$ cat src/rtl/nano_mem_loader.sv
// Word memory on the NanoCPU bus. After reset it is filled from a byte-stream loader.
// Reads are combinational (zero latency). Loader writes take effect on the LO-byte edge. CPU writes take effect on the next edge.
// ld_ready is high in every load state and low in RUN, so the loader is never stalled mid-frame.
module nano_mem_loader #(
  parameter int AW      = 8,
  parameter int DW      = 16,
  parameter int NFRAMES = 1
) (
  input  logic          ck,
  input  logic          rst,
  input  logic [AW-1:0] address,
  input  logic [DW-1:0] dataW,
  input  logic          ce,
  input  logic          we,
  output logic [DW-1:0] dataR,
  input  logic          ld_valid,
  input  logic [7:0]    ld_data,
  output logic          ld_ready,
  output logic          cpu_rst,
  output logic          load_err
);

  typedef enum logic [2:0] {
    L_ADDR = 3'd0,
    L_CNT  = 3'd1,
    L_HI   = 3'd2,
    L_LO   = 3'd3,
    RUN    = 3'd4
  } state_t;

  state_t      state_q;
  logic [7:0]  waddr_q;
  logic [8:0]  wcnt_q;
  logic [7:0]  hi_byte_q;
  logic [7:0]  frame_cnt_q;
  logic        ld_ready_q;
  logic        cpu_rst_q;
  logic        load_err_q;

  logic [DW-1:0] mem_q [2**AW];

  logic          byte_acc;
  logic          ld_wr;
  logic          cpu_wr;
  logic [AW-1:0] ld_idx;
  logic [8:0]    wcnt_d;
  logic [7:0]    frame_cnt_d;

  // Decode the write sources. Loader and CPU writes can never coincide because they belong to different states.
  always_comb begin
    byte_acc    = ld_valid & ld_ready_q;
    ld_wr       = byte_acc && (state_q == L_LO);
    cpu_wr      = (state_q == RUN) && ce && we;
    ld_idx      = AW'(waddr_q);
    wcnt_d      = (ld_data == 8'd0) ? 9'd256 : {1'b0, ld_data};
    frame_cnt_d = frame_cnt_q + 8'd1;
  end

  // Memory array: deliberately not cleared by reset, so a partial load survives it.
  always_ff @(posedge ck) begin
    if (ld_wr) begin
      mem_q[ld_idx] <= DW'({hi_byte_q, ld_data});
    end else if (cpu_wr) begin
      mem_q[address] <= dataW;
    end
  end

  assign dataR = mem_q[address];

  // Loader FSM with registered handshake and CPU-reset outputs. It advances only on an accepted byte.
  always_ff @(posedge ck or negedge rst) begin
    if (!rst) begin
      state_q     <= L_ADDR;
      waddr_q     <= 8'd0;
      wcnt_q      <= 9'd0;
      hi_byte_q   <= 8'd0;
      frame_cnt_q <= 8'd0;
      ld_ready_q  <= 1'b1;
      cpu_rst_q   <= 1'b1;
      load_err_q  <= 1'b0;
    end else begin
      case (state_q)
        L_ADDR: begin
          if (byte_acc) begin
            waddr_q <= ld_data;
            state_q <= L_CNT;
          end
        end
        L_CNT: begin
          if (byte_acc) begin
            wcnt_q  <= wcnt_d;
            state_q <= L_HI;
          end
        end
        L_HI: begin
          if (byte_acc) begin
            hi_byte_q <= ld_data;
            state_q   <= L_LO;
          end
        end
        L_LO: begin
          if (byte_acc) begin
            waddr_q <= waddr_q + 8'd1;
            wcnt_q  <= wcnt_q - 9'd1;
            if (wcnt_q == 9'd1) begin
              frame_cnt_q <= frame_cnt_d;
              if (frame_cnt_d == 8'(NFRAMES)) begin
                state_q    <= RUN;
                ld_ready_q <= 1'b0;
                cpu_rst_q  <= 1'b0;
              end else begin
                state_q <= L_ADDR;
              end
            end else begin
              state_q <= L_HI;
            end
          end
        end
        RUN: begin
          // Any byte offered after loading has finished is a loader protocol error.
          if (ld_valid) begin
            load_err_q <= 1'b1;
          end
        end
        default: begin
          state_q <= L_ADDR;
        end
      endcase
    end
  end

  assign ld_ready = ld_ready_q;
  assign cpu_rst  = cpu_rst_q;
  assign load_err = load_err_q;

endmodule

$ cat config.mk
export PLATFORM = sky130hd
export DESIGN_NAME = nano_mem_loader
export DESIGN_NICKNAME = d
export VERILOG_FILES = /design/src/rtl/nano_mem_loader.sv
export SDC_FILE = /design/constraint.sdc
export NUM_CORES = 2
export LEC_CHECK = 0
export CAP_MARGIN = 5
export CELL_PAD_IN_SITES_DETAIL_PLACEMENT = 0
export CELL_PAD_IN_SITES_GLOBAL_PLACEMENT = 2
export CORE_MARGIN = 5
export CORE_UTILIZATION = 45
export DETAILED_ROUTE_END_ITERATION = 8
export DONT_BUFFER_PORTS = 1
export PLACE_DENSITY = 0.73
export SLEW_MARGIN = 20
export SYNTH_ARGS = -nofsm -noshare
export SYNTH_HDL_FRONTEND = slang
export SYNTH_SLANG_ARGS = --single-unit
$ cat constraint.sdc
create_clock -name ck -period 7.9 [get_ports ck]
set_input_delay 1.58 -clock ck [delete_from_list [all_inputs] [get_ports ck]]
set_output_delay 1.58 -clock ck [all_outputs]
set_load 0.005 [all_outputs]
Word-level counts from Yosys, hierarchy flattened
Memory sizes are Yosys's and may differ from the RTL's.
Cells that the tools add are included.
{"block": "totals", "n_memories": 1, "wordCells": 60, "out_inout_bits": 19, "input_bits": 37, "reg_bits": 38, "ram_bits": 4096}
{"block": "classes", "bitwise": 2, "n_mux": 22, "add_sub_neg": 3, "n_eq_ne": 10, "n_reduce_logical": 15}
{"name": "mem_q", "depth": 256, "word_bits": 16, "read_ports": 1, "rd_ports_with_merged_regs": 0, "write_ports": 1, "line_no": "40", "source": "logic [DW-1:0] mem_q [2**AW];"}
{"op": "9-bit two-way mux", "count": 3}
{"op": "8-bit two-way mux", "count": 3}
{"op": "3-bit two-way mux", "count": 6}
{"op": "9-bit case mux with 2 select lines", "count": 1}
{"op": "8-bit by 1-bit adder with 8-bit output (second input constant)", "count": 2}
{"op": "16-bit two-way mux", "count": 1}
{"op": "8-bit case mux with 2 select lines", "count": 1}
{"op": "16-bit OR reduction", "count": 1}
{"op": "3-bit case mux with 5 select lines", "count": 1}
{"op": "9-bit by 1-bit equality test with 1-bit output (second input constant)", "count": 1}
{"op": "3-bit AND reduction", "count": 3}
{"op": "9-bit by 1-bit subtractor with 9-bit output (second input constant)", "count": 1}
{"op": "8-bit by 1-bit equality test with 1-bit output (second input constant)", "count": 1}
{"op": "8-bit logical NOT", "count": 1}
{"op": "2-bit != test (second input constant)", "count": 4}
{"op": "3-bit by 2-bit equality test with 1-bit output (second input constant)", "count": 2}
{"op": "1-bit two-way mux", "count": 6}
{"op": "5-bit AND reduction", "count": 1}
{"op": "2-bit AND reduction", "count": 2}
{"op": "4-bit AND reduction", "count": 1}
{"op": "2-bit nonzero test", "count": 2}
{"op": "3-bit by 1-bit equality test with 1-bit output (second input constant)", "count": 1}
{"op": "3-bit equality test (second input constant)", "count": 1}
{"op": "1-bit logical AND", "count": 3}
{"op": "3 further kinds", "count": 3}

Depth between registers and ports, before layout
{"block": "logic_depth", "ltp_word": 8, "depth_mapped": 14, "ltp_nobuf": 7}

Worst setup path after synthesis
No wires, ideal clock.
{"block": "synth_timing", "path_kind": "in2reg", "from": "input port we", "to": "memory mem_q[0][10] (data pin)", "t_arrival_ns": 5.694, "setup_time_ns": 0.823, "stages": 7, "n_path_buf": 3, "path_slack_ns": 1.383, "required_ns": 7.077, "path_cell_list": "nand2_1 nor2_1 buf_2 buf_1 buf_1 nand2_1 nand2_1"}
{"block": "synth_between", "elab_chain_len": 6}
{"element": "from (decl)", "line_no": "14", "source": "input logic we,"}
{"element": "1-bit logical AND", "line_no": "53", "source": "cpu_wr = (state_q == RUN) && ce && we;"}
{"element": "1-bit two-way mux", "line_no": "63", "source": "end else if (cpu_wr) begin"}
{"element": "1-bit two-way mux", "line_no": "61", "source": "if (ld_wr) begin"}
{"element": "1-bit two-way mux (implied by the code)", "line_no": "64", "source": "mem_q[address] <= dataW;"}
{"element": "16-bit OR reduction (no line)"}
{"element": "16-bit two-way mux (no line)"}
{"element": "to (decl)", "line_no": "40"}
No other way between the ends.

Worst setup path in the final report
{"block": "layout_timing", "from": "input port address[2]", "to": "output port dataR[8]"}
{"block": "layout_between", "elab_chain_len": 1}
{"element": "from (decl)", "line_no": "11", "source": "input logic [AW-1:0] address,"}
{"element": "memory read 256 x 16 bit"}
{"element": "to (decl)", "line_no": "15", "source": "output logic [DW-1:0] dataR,"}
No other way between the ends.

==> impl_metrics.yaml <==
setup_path:
  crit_arrival_ns: 6.30
  startpoint_type: "primary input"
  crit_path_end_kind: "output port"
  critical_path_class: "in -> out"
  path_max_fanout: 133
  required_ns: 6.32
logic_synthesis:
  syn_nets: 7802
  synth-seq-cells: 4134
  synth_async_sr_flop_share_pct: 0.919
  seq_area_frac_synth_pct: 76.6
  synth_area_leaders: "edfxtp_1 (76%), mux4_2 (9.5%), mux2i_1 (3.4%), mux4_1 (1.7%), nor2_1 (0.90%)"
  yosys_warnings: 0
  synth_top_area_cell: "edfxtp_1"
  synth_top_area_share_pct: 76.0
  synth_cells: 7760
  synth_ff_type: "edfxtp_1"
  avgSynthCellArea_um2: 20.9
  yosysUniqueCellTypes: 87
  synth_edf_count: 4096
  synthesis.area_um2: 162000
final_layout:
  final_util_pct: 51.7
  layout.nets: 8521
  final_layout_size_suffix_gt1_share_pct: 24.9
  fin_area_um2: 185000
  syn_to_final_growth_pct: 14.5
timing:
  grt_setup_unrepaired: "no"
  setup_slack_ns: 0.0201
  maxSlewViolCount: 0
  tightest_slew_ns: 1.32
  fmax_mhz: 127
  fin_worst_skew_ns: 0.0440
  finalHoldViolations: 0
  post-route-period-util_pct: 99.7
  period_minus_slack_ns: 7.88
  relSlewSlack_pct: 11.7
  whs_ns: 0.333
  setup_violations: 0
grt:
  grt_pass1_vias: 82500
  grt_usage_pct: 25.1
  grt_pass1_wl_um: 661000
  grt-ovfl-total: 0
  antenna_found_initial: 25
  grt_max_degree: 238
place:
  place_ws_ns: -3.13
  port_buffers: 0
  placed_cell_area_um2: 171000
  routabilityCongestion: 0.911
  hpwl_um: 280000
clocking:
  clock-root-buffer: "clkbuf_16"
  path_clk_slew_ns: 0.06
  htreeDepth: 5
  clk_latency_ns: 0.97
  numCtsBuffers: 419
  cts_num_sinks: 4134
  cts_buffer_depth: 4
  cts_tree: "yes"
route:
  drc: 0
  vias: 84000
  first_iter_violations: 11000
  wl_per_cell_um: 35.0
  drt_first_pass_iters: 5
  postRouteWirelength_um: 477000
  final_antenna_net_count: 0
  via_per_inst: 6.17
die:
  dieHeight_um: 610
  die_w_um: 610
  pin_count: 56
  die-area_um2: 372000
  start_util_pct: 45.1
  rows: 220
  coreArea_um2: 359000
power:
  switchingPower_mw: 9.93
  internal_power_mw: 36.1
  cellLeakagePower_nw: 63.2
  clockPowerShare_pct: 42.3
  power_density_nw_per_um2: 248
  peakVddDrop_v: 0.000200
  p_seq_share_pct: 52.5
  p_sw_share_pct: 21.6
  combPwrFrac_pct: 5.2
min_path:
  min-delay-path-class: "in -> async"
job:
  drv_cap: 0
outcome:
  outcome: "finished clean"
## worst max-delay path, cell delays in order
cell and delay (ns):
buf_16 0.27, buf_16 0.55, or2_4 0.46, buf_4 0.29
buf_12 0.23, o221ai_1 0.20, buf_4 0.21, nor4_1 0.06
buf_4 0.17, nor4_1 0.44, buf_4 0.19, nand3_1 0.10
nor4bb_2 0.49, buf_4 0.19, and3_1 0.15, buf_4 0.15
buf_4 0.12
## cell type report
cell class	instances	area (um2)
Fill cell	28100	173000
Antenna cell	13	32.5
Inverter	13	56.3
Tap cell	4773	5970
Timing Repair Buffer	749	7050
Clock inverter	277	2480
Multi-Input combinational cell	3162	34800
Clock buffer	493	10900
Sequential cell	4134	124000
## layout by cell type (no fill, tap or decap), types with 104 or more instances in the layout
cell type | Yosys | routed
a21oi_1 | 126 | 126
o22ai_1 | 115 | 115
mux4_2 | 680 | 680
clkbuf_16 | 0 | 428
o21ai_0 | 129 | 125
buf_4 | 27 | 665
edfxtp_1 | 4096 | 4096
nor2_1 | 387 | 359
clkinv_1 | 1 | 118
a22oi_1 | 122 | 122
mux4_1 | 104 | 104
nand2_1 | 276 | 259
o221ai_1 | 156 | 156
mux2i_1 | 551 | 551
## path summary, 6_finish.rpt
path,from,endpoint,slack (ns),depth (start not counted)
max,address[2],dataR[8],0.02,17
min,rst,wcnt_q[2],0.33,0
max reg2reg,state_q[1],mem_q[140][14],2.98,8
min reg2reg,cpu_rst,cpu_rst,0.50,1
max in group asynchronous,rst,cpu_rst,7.38,0
min in group ck,cpu_rst,cpu_rst,0.50,1
## synthesized netlist by cell type, drive strengths merged (17+ instances only)
cell and n:
edfxtp 4096, mux4 784, mux2i 551, nor2 388, buf 287, nand2 277, clkbuf 164, o221ai 160
o21ai 131, a21oi 126, a22oi 123, o22ai 115, mux2 50, nand3 45, nor3 41, dfrtp 37
a221oi 33, nand4 33, a2111oi 31, a211oi 23, a31oi 23, or3 23, or2 18, and2 17
## sequential cells by signal, summed over array words and instances, names as in the netlist
signal,flops
cpu_rst,1
frame_cnt_q,8
hi_byte_q,8
ld_idx,8
load_err,1
mem_q,4096
state_q,3
wcnt_q,9
## power by group through the flow
stage | Combinational [mW] | Clock (mW) | Sequential (mW)
2_1_floorplan | 1.29 | 0 | 24.8
3_3_place_gp | 2.16 | 0 | 24.6
3_5_place_dp | 2.28 | 0 | 24.6
4_1_cts | 2.35 | 19.7 | 24.2
5_1_grt | 2.48 | 20.7 | 24.2
6_report | 2.39 | 19.5 | 24.2
## metrics by stage
step,power [mW],TNS (ns),instances
floorplan,26.0,0,7760
global placement,26.8,-33.52,12800
detailed placement,26.9,-39.54,12800
CTS,46.2,0,13600
global route,47.4,0,13600
finish,46.0,0,13600
## logic make-up after synthesis
| family | share of synthesized area (%) |
|---|---|
| simple gates | 2.63 |
| xor+xnor | 0.0595 |
| fa+ha+maj | 0.0387 |
| flops | 76.6 |
| buf+inv | 2.17 |
| mux | 14.9 |
| compound gates | 3.60 |
## timing repair
| item | 4_1_cts | 5_1_grt |
|---|---|---|
| setup endpoints to repair | 16 | 10 |
| pin swaps | 2 | 0 |
| gates resized for setup | 4 | 5 |
| hold endpoints to repair | 0 | 0 |
| buffers inserted | 3 | 0 |
| gates cloned | 18 | 4 |
| hold buffers | 0 | 0 |
## layer usage
layer / share of wire [%] / vias to the layer above / track usage (%)
met1: 39 / 45100 / 34.9
met3: 8.9 / 764 / 4.67
li1: - / 34000 / -
met2: 47 / 4140 / 39.6
met4: 4.6 / 10 / 10.0
met5: 0.016 / - / 0
(Power assumes the default switching activity.)
